==> src/rtl/aes_key_store_pkg.sv <==
// aes_key_store_pkg: shared AES-128 constants and helpers for the key store.
//   - Sizes:    BLK_S, KEY_S, WORD_S, BYTE_S, Nk, Nr, LAST_RND
//   - Tables:   forward S-box (SBOX_TBL), round constants (RCON_TBL)
//   - Helpers:  get_sbox, get_rcon, get_byte, get_word
// Byte/word ordering: block byte 0 (FIPS-197 key byte 0) is the most
// significant byte of a 128-bit vector, so hex literals read in FIPS order.
package aes_key_store_pkg;

    localparam int BLK_S  = 128;
    localparam int KEY_S  = 128;
    localparam int WORD_S = 32;
    localparam int BYTE_S = 8;
    localparam int Nk     = 4;
    localparam int Nr     = 10;

    // Highest valid round index, sized to the read-index width.
    localparam logic [Nk-1:0] LAST_RND = Nk'(Nr);

    localparam logic [2047:0] SBOX_TBL = {
        128'h637c777bf26b6fc53001672bfed7ab76,
        128'hca82c97dfa5947f0add4a2af9ca472c0,
        128'hb7fd9326363ff7cc34a5e5f171d83115,
        128'h04c723c31896059a071280e2eb27b275,
        128'h09832c1a1b6e5aa0523bd6b329e32f84,
        128'h53d100ed20fcb15b6acbbe394a4c58cf,
        128'hd0efaafb434d338545f9027f503c9fa8,
        128'h51a3408f929d38f5bcb6da2110fff3d2,
        128'hcd0c13ec5f974417c4a77e3d645d1973,
        128'h60814fdc222a908846eeb814de5e0bdb,
        128'he0323a0a4906245cc2d3ac629195e479,
        128'he7c8376d8dd54ea96c56f4ea657aae08,
        128'hba78252e1ca6b4c6e8dd741f4bbd8b8a,
        128'h703eb5664803f60e613557b986c11d9e,
        128'he1f8981169d98e949b1e87e9ce5528df,
        128'h8ca1890dbfe6426841992d0fb054bb16
    };

    localparam logic [79:0] RCON_TBL = 80'h01020408102040801b36;

    function automatic logic [BYTE_S-1:0] get_sbox(input logic [BYTE_S-1:0] b);
        return SBOX_TBL[2047 - 8*int'(b) -: 8];
    endfunction

    // Round constant for expansion step idx (0-based); out of range gives 0.
    function automatic logic [BYTE_S-1:0] get_rcon(input logic [Nk-1:0] idx);
        if (int'(idx) < Nr)
            return RCON_TBL[79 - 8*int'(idx) -: 8];
        return '0;
    endfunction

    function automatic logic [BYTE_S-1:0] get_byte(input logic [BLK_S-1:0] blk,
                                                   input int idx);
        return blk[BLK_S-1 - BYTE_S*idx -: BYTE_S];
    endfunction

    function automatic logic [WORD_S-1:0] get_word(input logic [BLK_S-1:0] blk,
                                                   input int idx);
        return blk[BLK_S-1 - WORD_S*idx -: WORD_S];
    endfunction

endpackage

==> src/rtl/aes_key_store_key_round.sv <==
// aes_key_round: one combinational AES-128 key-schedule step.
//   prev_key (in,  KEY_S) : previous round key
//   rcon     (in,  8)     : round constant for this step
//   next_key (out, KEY_S) : following round key
module aes_key_round
    import aes_key_store_pkg::*;
(
    input  logic [KEY_S-1:0]  prev_key,
    input  logic [BYTE_S-1:0] rcon,
    output logic [KEY_S-1:0]  next_key
);

    logic [WORD_S-1:0] w0, w1, w2, w3;
    logic [WORD_S-1:0] rot, sub;
    logic [WORD_S-1:0] n0, n1, n2, n3;

    always_comb begin
        w0 = get_word(prev_key, 0);
        w1 = get_word(prev_key, 1);
        w2 = get_word(prev_key, 2);
        w3 = get_word(prev_key, 3);
        rot = {w3[23:0], w3[31:24]};
        sub = {get_sbox(rot[31:24]), get_sbox(rot[23:16]),
               get_sbox(rot[15:8]),  get_sbox(rot[7:0])};
        n0 = w0 ^ sub ^ {rcon, 24'h000000};
        n1 = w1 ^ n0;
        n2 = w2 ^ n1;
        n3 = w3 ^ n2;
        next_key = {n0, n1, n2, n3};
    end

endmodule

==> src/rtl/aes_key_store.sv <==
// aes_key_store: expands an AES-128 key into round keys 0..Nr, stores them,
// and serves them through a one-cycle registered read port.
//   clk, reset  : clock, synchronous active-high reset
//   key_en      : one-cycle pulse starting expansion of key (ignored while busy)
//   key         : cipher key, sampled with key_en
//   round_no    : read index; values above Nr read as zero
//   round_key   : registered slot[round_no]
//   busy        : expansion in progress
//   key_ready   : all Nr+1 slots hold the current key's schedule
//   key_clear   : zeroize request (only with AES_KEY_STORE_ZEROIZE_EN)
// Optional feature macro: AES_KEY_STORE_ZEROIZE_EN adds key_clear and makes
// reset wipe the slots as well.
module aes_key_store
    import aes_key_store_pkg::*;
(
    input  logic             clk,
    input  logic             reset,
    input  logic             key_en,
    input  logic [KEY_S-1:0] key,
    input  logic [Nk-1:0]    round_no,
    output logic [KEY_S-1:0] round_key,
    output logic             busy,
    output logic             key_ready
`ifdef AES_KEY_STORE_ZEROIZE_EN
    ,
    input  logic             key_clear
`endif
);

    localparam logic [0:0] S_IDLE   = 1'b0;
    localparam logic [0:0] S_EXPAND = 1'b1;

    logic [0:0]       state;
    logic [Nk-1:0]    cnt;
    logic [KEY_S-1:0] prev;
    logic [KEY_S-1:0] nxt;
    logic [KEY_S-1:0] slot [0:Nr];
    logic             wipe;
    logic             start;

`ifdef AES_KEY_STORE_ZEROIZE_EN
    assign wipe = reset | key_clear;
`else
    assign wipe = reset;
`endif

    assign start = (state == S_IDLE) && key_en;
    assign busy  = (state == S_EXPAND);

    // cnt is 1-based while expanding, so the step constant is rcon[cnt-1].
    aes_key_round u_key_round (
        .prev_key (prev),
        .rcon     (get_rcon(cnt - 1'b1)),
        .next_key (nxt)
    );

    // Control path.
    always_ff @(posedge clk) begin
        if (wipe) begin
            state     <= S_IDLE;
            cnt       <= '0;
            key_ready <= 1'b0;
        end else begin
            case (state)
                S_IDLE: begin
                    if (key_en) begin
                        state     <= S_EXPAND;
                        cnt       <= 1;
                        key_ready <= 1'b0;
                    end
                end
                default: begin
                    if (cnt == LAST_RND) begin
                        state     <= S_IDLE;
                        cnt       <= '0;
                        key_ready <= 1'b1;
                    end else begin
                        cnt <= cnt + 1'b1;
                    end
                end
            endcase
        end
    end

    // Key storage: only the zeroize build clears slots; otherwise they
    // survive reset and are simply not written while reset is held.
    always_ff @(posedge clk) begin
`ifdef AES_KEY_STORE_ZEROIZE_EN
        if (wipe) begin
            prev <= '0;
            for (int i = 0; i <= Nr; i++)
                slot[i] <= '0;
        end else
`endif
        if (!reset) begin
            if (start) begin
                slot[0] <= key;
                prev    <= key;
            end else if (state == S_EXPAND) begin
                slot[cnt] <= nxt;
                prev      <= nxt;
            end
        end
    end

    // Read port: samples the slot before any same-edge write lands.
    always_ff @(posedge clk) begin
        if (wipe)
            round_key <= '0;
        else if (round_no > LAST_RND)
            round_key <= '0;
        else
            round_key <= slot[round_no];
    end

endmodule

==> config.mk <==
export PLATFORM = sky130hd
export DESIGN_NAME = aes_key_store
export DESIGN_NICKNAME = d
export VERILOG_FILES = /design/src/rtl/aes_key_store_pkg.sv /design/src/rtl/aes_key_store_key_round.sv /design/src/rtl/aes_key_store.sv
export SDC_FILE = /design/constraint.sdc
export NUM_CORES = 2
export LEC_CHECK = 0
export ABC_AREA = 1
export BUFFER_PORTS_ARGS = -buffer_cell sky130_fd_sc_hd__buf_4
export CORE_MARGIN = 10
export CORE_UTILIZATION = 48
export CTS_CLUSTER_SIZE = 10
export DETAILED_ROUTE_END_ITERATION = 8
export RECOVER_POWER = 100
export SLEW_MARGIN = 40
export SYNTH_ARGS = -nofsm -noshare
export SYNTH_HDL_FRONTEND = slang
export SYNTH_SLANG_ARGS = --single-unit
==> constraint.sdc <==
create_clock -name clk -period 40.5 [get_ports clk]
set_input_delay 6.075 -clock clk [delete_from_list [all_inputs] [get_ports clk]]
set_output_delay 6.075 -clock clk [all_outputs]
set_load 0.05 [all_outputs]
==> run summary <==
Status: finished with violations
Failing checks: capacitance limit, slew limit
Mapped Area: 77,900 µm²
RR Endpoint: slot[6][2]$_DFFE_PP_
Layout cells sized above 1: 5.87%
Hold endpoint: key_ready$_SDFFE_PP0P_
Largest net degree at the start of global routing: 181
Hold slack: 0.505 ns
Predominant post-synthesis flop cell: edfxtp_1
FF-to-FF setup slack: 24.02 ns
Worst-margin pin slew: 5.48 ns
Mapped Cells: 7,808
Clock transition at the registers of the reported paths: 0.05 ns
Tot GR Track Use: 31.2%
Routed vias: 63,800
Final WS setup: 18.97 ns
Root buffer cell: clkbuf_16
Hold Path Cell Cnt: 2
DR vias/cell: 6.25
Mapped Nets: 8,007
I/O Pins: 265
IO Port Bufs: 264
Max transition margin: -266%
Simple-gate portion of the synthesized area: 21.5%
Horiz. Die Dim: 423 µm
Power Density: 51.2 nW/µm²
Routed Antenna Nets: 0
Final period utilization: 53.2%
Die area: 179,000 µm²
DP Worst Slack: 29.83 ns
XOR/XNOR Fraction of Synth Area: 0.0225%
RR Startpoint: busy$_SDFF_PP0_
Worst min-delay path class: reg2reg
Total congestion overflow: 0
DR iter-0 viols: 8,801
Bufs on Longest Clock Path: 3
Final WL: 291,000 µm
MaxCap Viol Count: 57
Critical path class: in2reg
Clock sinks: 1,670
Final setup viols: 0
CTS buffer count: 189
Async SR Flop Fraction: 0%
Largest cells by area after synthesis: edfxtp_1, nand3_1, nand2_1, o21ai_0, dfxtp_1
P&R area growth vs syn: 11.3%
Synth Area per Inst: 9.97 µm²
Post-synthesis sequential area ratio: 62.7%
Setup TNS: 0 ns
Core box area: 161,000 µm²
VDD IR max: 0.0000425 V
Highest clock rate: 46.4 MHz
Proportion of netlist area held by the largest area contributor: 59.2%
Mux cell area share after synthesis: 0%
Synth unique cells: 33
Commonest non-fill, non-tap cell in the layout: nand3_1
Die Ht: 423 µm
Initial antenna violation count: 7
FF-to-FF path depth: 9
CTS Hold Bufs: 0
Layout Skew: 0.0342 ns
Post-CTS setup buffer count: 0
Vias in the first global route: 59,200
Cell Rows: 147
DP Wirelength: 182,000 µm
Nets: 8,091
Worst Setup End Kind: flop
Critical Path RT: 40.79 ns
Compound-Gate Fraction of Synth Area: 10.5%
Most frequent cells in the layout: nand3_1, nand2_1, edfxtp_1
Pins Over Slew Limit: 2,814
GPL Wtd Cong: 0.979
Startpoint class of the critical path: input pin
Post-cts resize count: 0
TritonCTS clock tree: yes
Synth Warn #: 0
Critical path data arrival time: 21.82 ns
DRC viols: 0
Worst hold path startpoint: key_ready$_SDFFE_PP0P_
Clk_lat worst skew: 0.83 ns
RSZ-0062 raised after global routing: no
Critical Path Fanout Max: 107
Adder-cell share of the synthesized area: 1.03%
Largest family of logic cells by synthesized area: simple AND/OR/NAND/NOR gates
Area leader, netlist: edfxtp_1
Hold Vio Cnt, Final: 0
Fin crit period: 21.53 ns
Synthesis-stage register bit count: 1,670
First-pass GRT wire length: 418,000 µm
H-Tree Level Count: 4
Initial Util: 48.4%
Post-synth EDFFs: 1,536
Avg WL per Cell: 28.5 µm
DRT Pass-1 Iters: 6
P_leak: 0.0313 µW
cell usage after synthesis (92+ instances only):
cell         n
o21ai_0    721
edfxtp_1  1536
o211ai_1   140
nor2_1     655
o221ai_1   256
buf_2       92
nand2_1   1577
nand3_1   1594
inv_1      236
dfxtp_1    134
clkbuf_1   385
a21oi_1    233
per-layer routing:
layer  wire length (µm)  track usage (%)
met2             131000             47.7
met1             120000             43.8
met5                 52                0
met3              27300             5.93
met4              13500             12.6
per-stage QoR:
| step | util [%] | total power (µW) | cell area (µm²) | instances |
|---|---|---|---|---|
| 2_1_floorplan | - | 2530 | 77900 | 7808 |
| 3_3_place_gp | 50.8 | 2860 | 81800 | 9840 |
| 3_5_place_dp | 51.1 | 2870 | 82300 | 9860 |
| 4_1_cts | 54.7 | 4440 | 88000 | 10200 |
| 5_1_grt | 53.8 | 4590 | 86600 | 10200 |
| 6_report | 53.8 | 4440 | 86600 | 10200 |
worst max-delay path by stage:
| stage | endpoint | startpoint | slack (ns) | depth (start not counted) |
|---|---|---|---|---|
| finish | slot[6][2]$_DFFE_PP_ | reset | 18.97 | 9 |
| global route | round_key[94]$_SDFF_PP0_ | round_no[1] | 18.02 | 9 |
| CTS | slot[3][35]$_DFFE_PP_ | reset | 30.71 | 9 |
| detailed placement | slot[3][115]$_DFFE_PP_ | reset | 29.83 | 9 |
| global placement | slot[3][126]$_DFFE_PP_ | reset | 29.91 | 9 |
| floorplan | slot[0][0]$_DFFE_PP_ | reset | 20.62 | 6 |
layout make-up:
class	instances	area (µm²)
Clock inverter	19	358
Antenna cell	3	7.51
Multi-Input combinational cell	5324	25800
Timing Repair Buffer	450	2570
Inverter	257	997
Sequential cell	1670	48800
Tap cell	2160	2700
Clock buffer	324	5340
Fill cell	14500	74300
critical path, stage by stage:
cell and delay, ns:
clkbuf_1 0.31, nor2_1 1.71, clkbuf_1 1.51, clkinvlp_2 3.43
nor2_1 0.84, nand2_1 0.30, nor2_4 0.13, clkbuf_1 3.68
clkbuf_1 3.66
kinds of logic after synthesis:
kind of cell	after synthesis
adder cells (fa/ha/maj)	64
buffers and inverters	814
XOR/XNOR	2
flip-flops	1670
AO/OA/AOI/OAI	1369
AND/OR/NAND/NOR	3889
flip-flops by register name, indices dropped and copies added, names as in the netlist:
name       cells
busy           1
cnt            4
key_ready      1
round_key    128
slot        1408
prev         128
report_power, final:
part	internal (µW)	switching, µW
logic	200	653
clock network	914	677
registers	1970	28.9
Note: power is estimated with default switching activity, not from simulation.
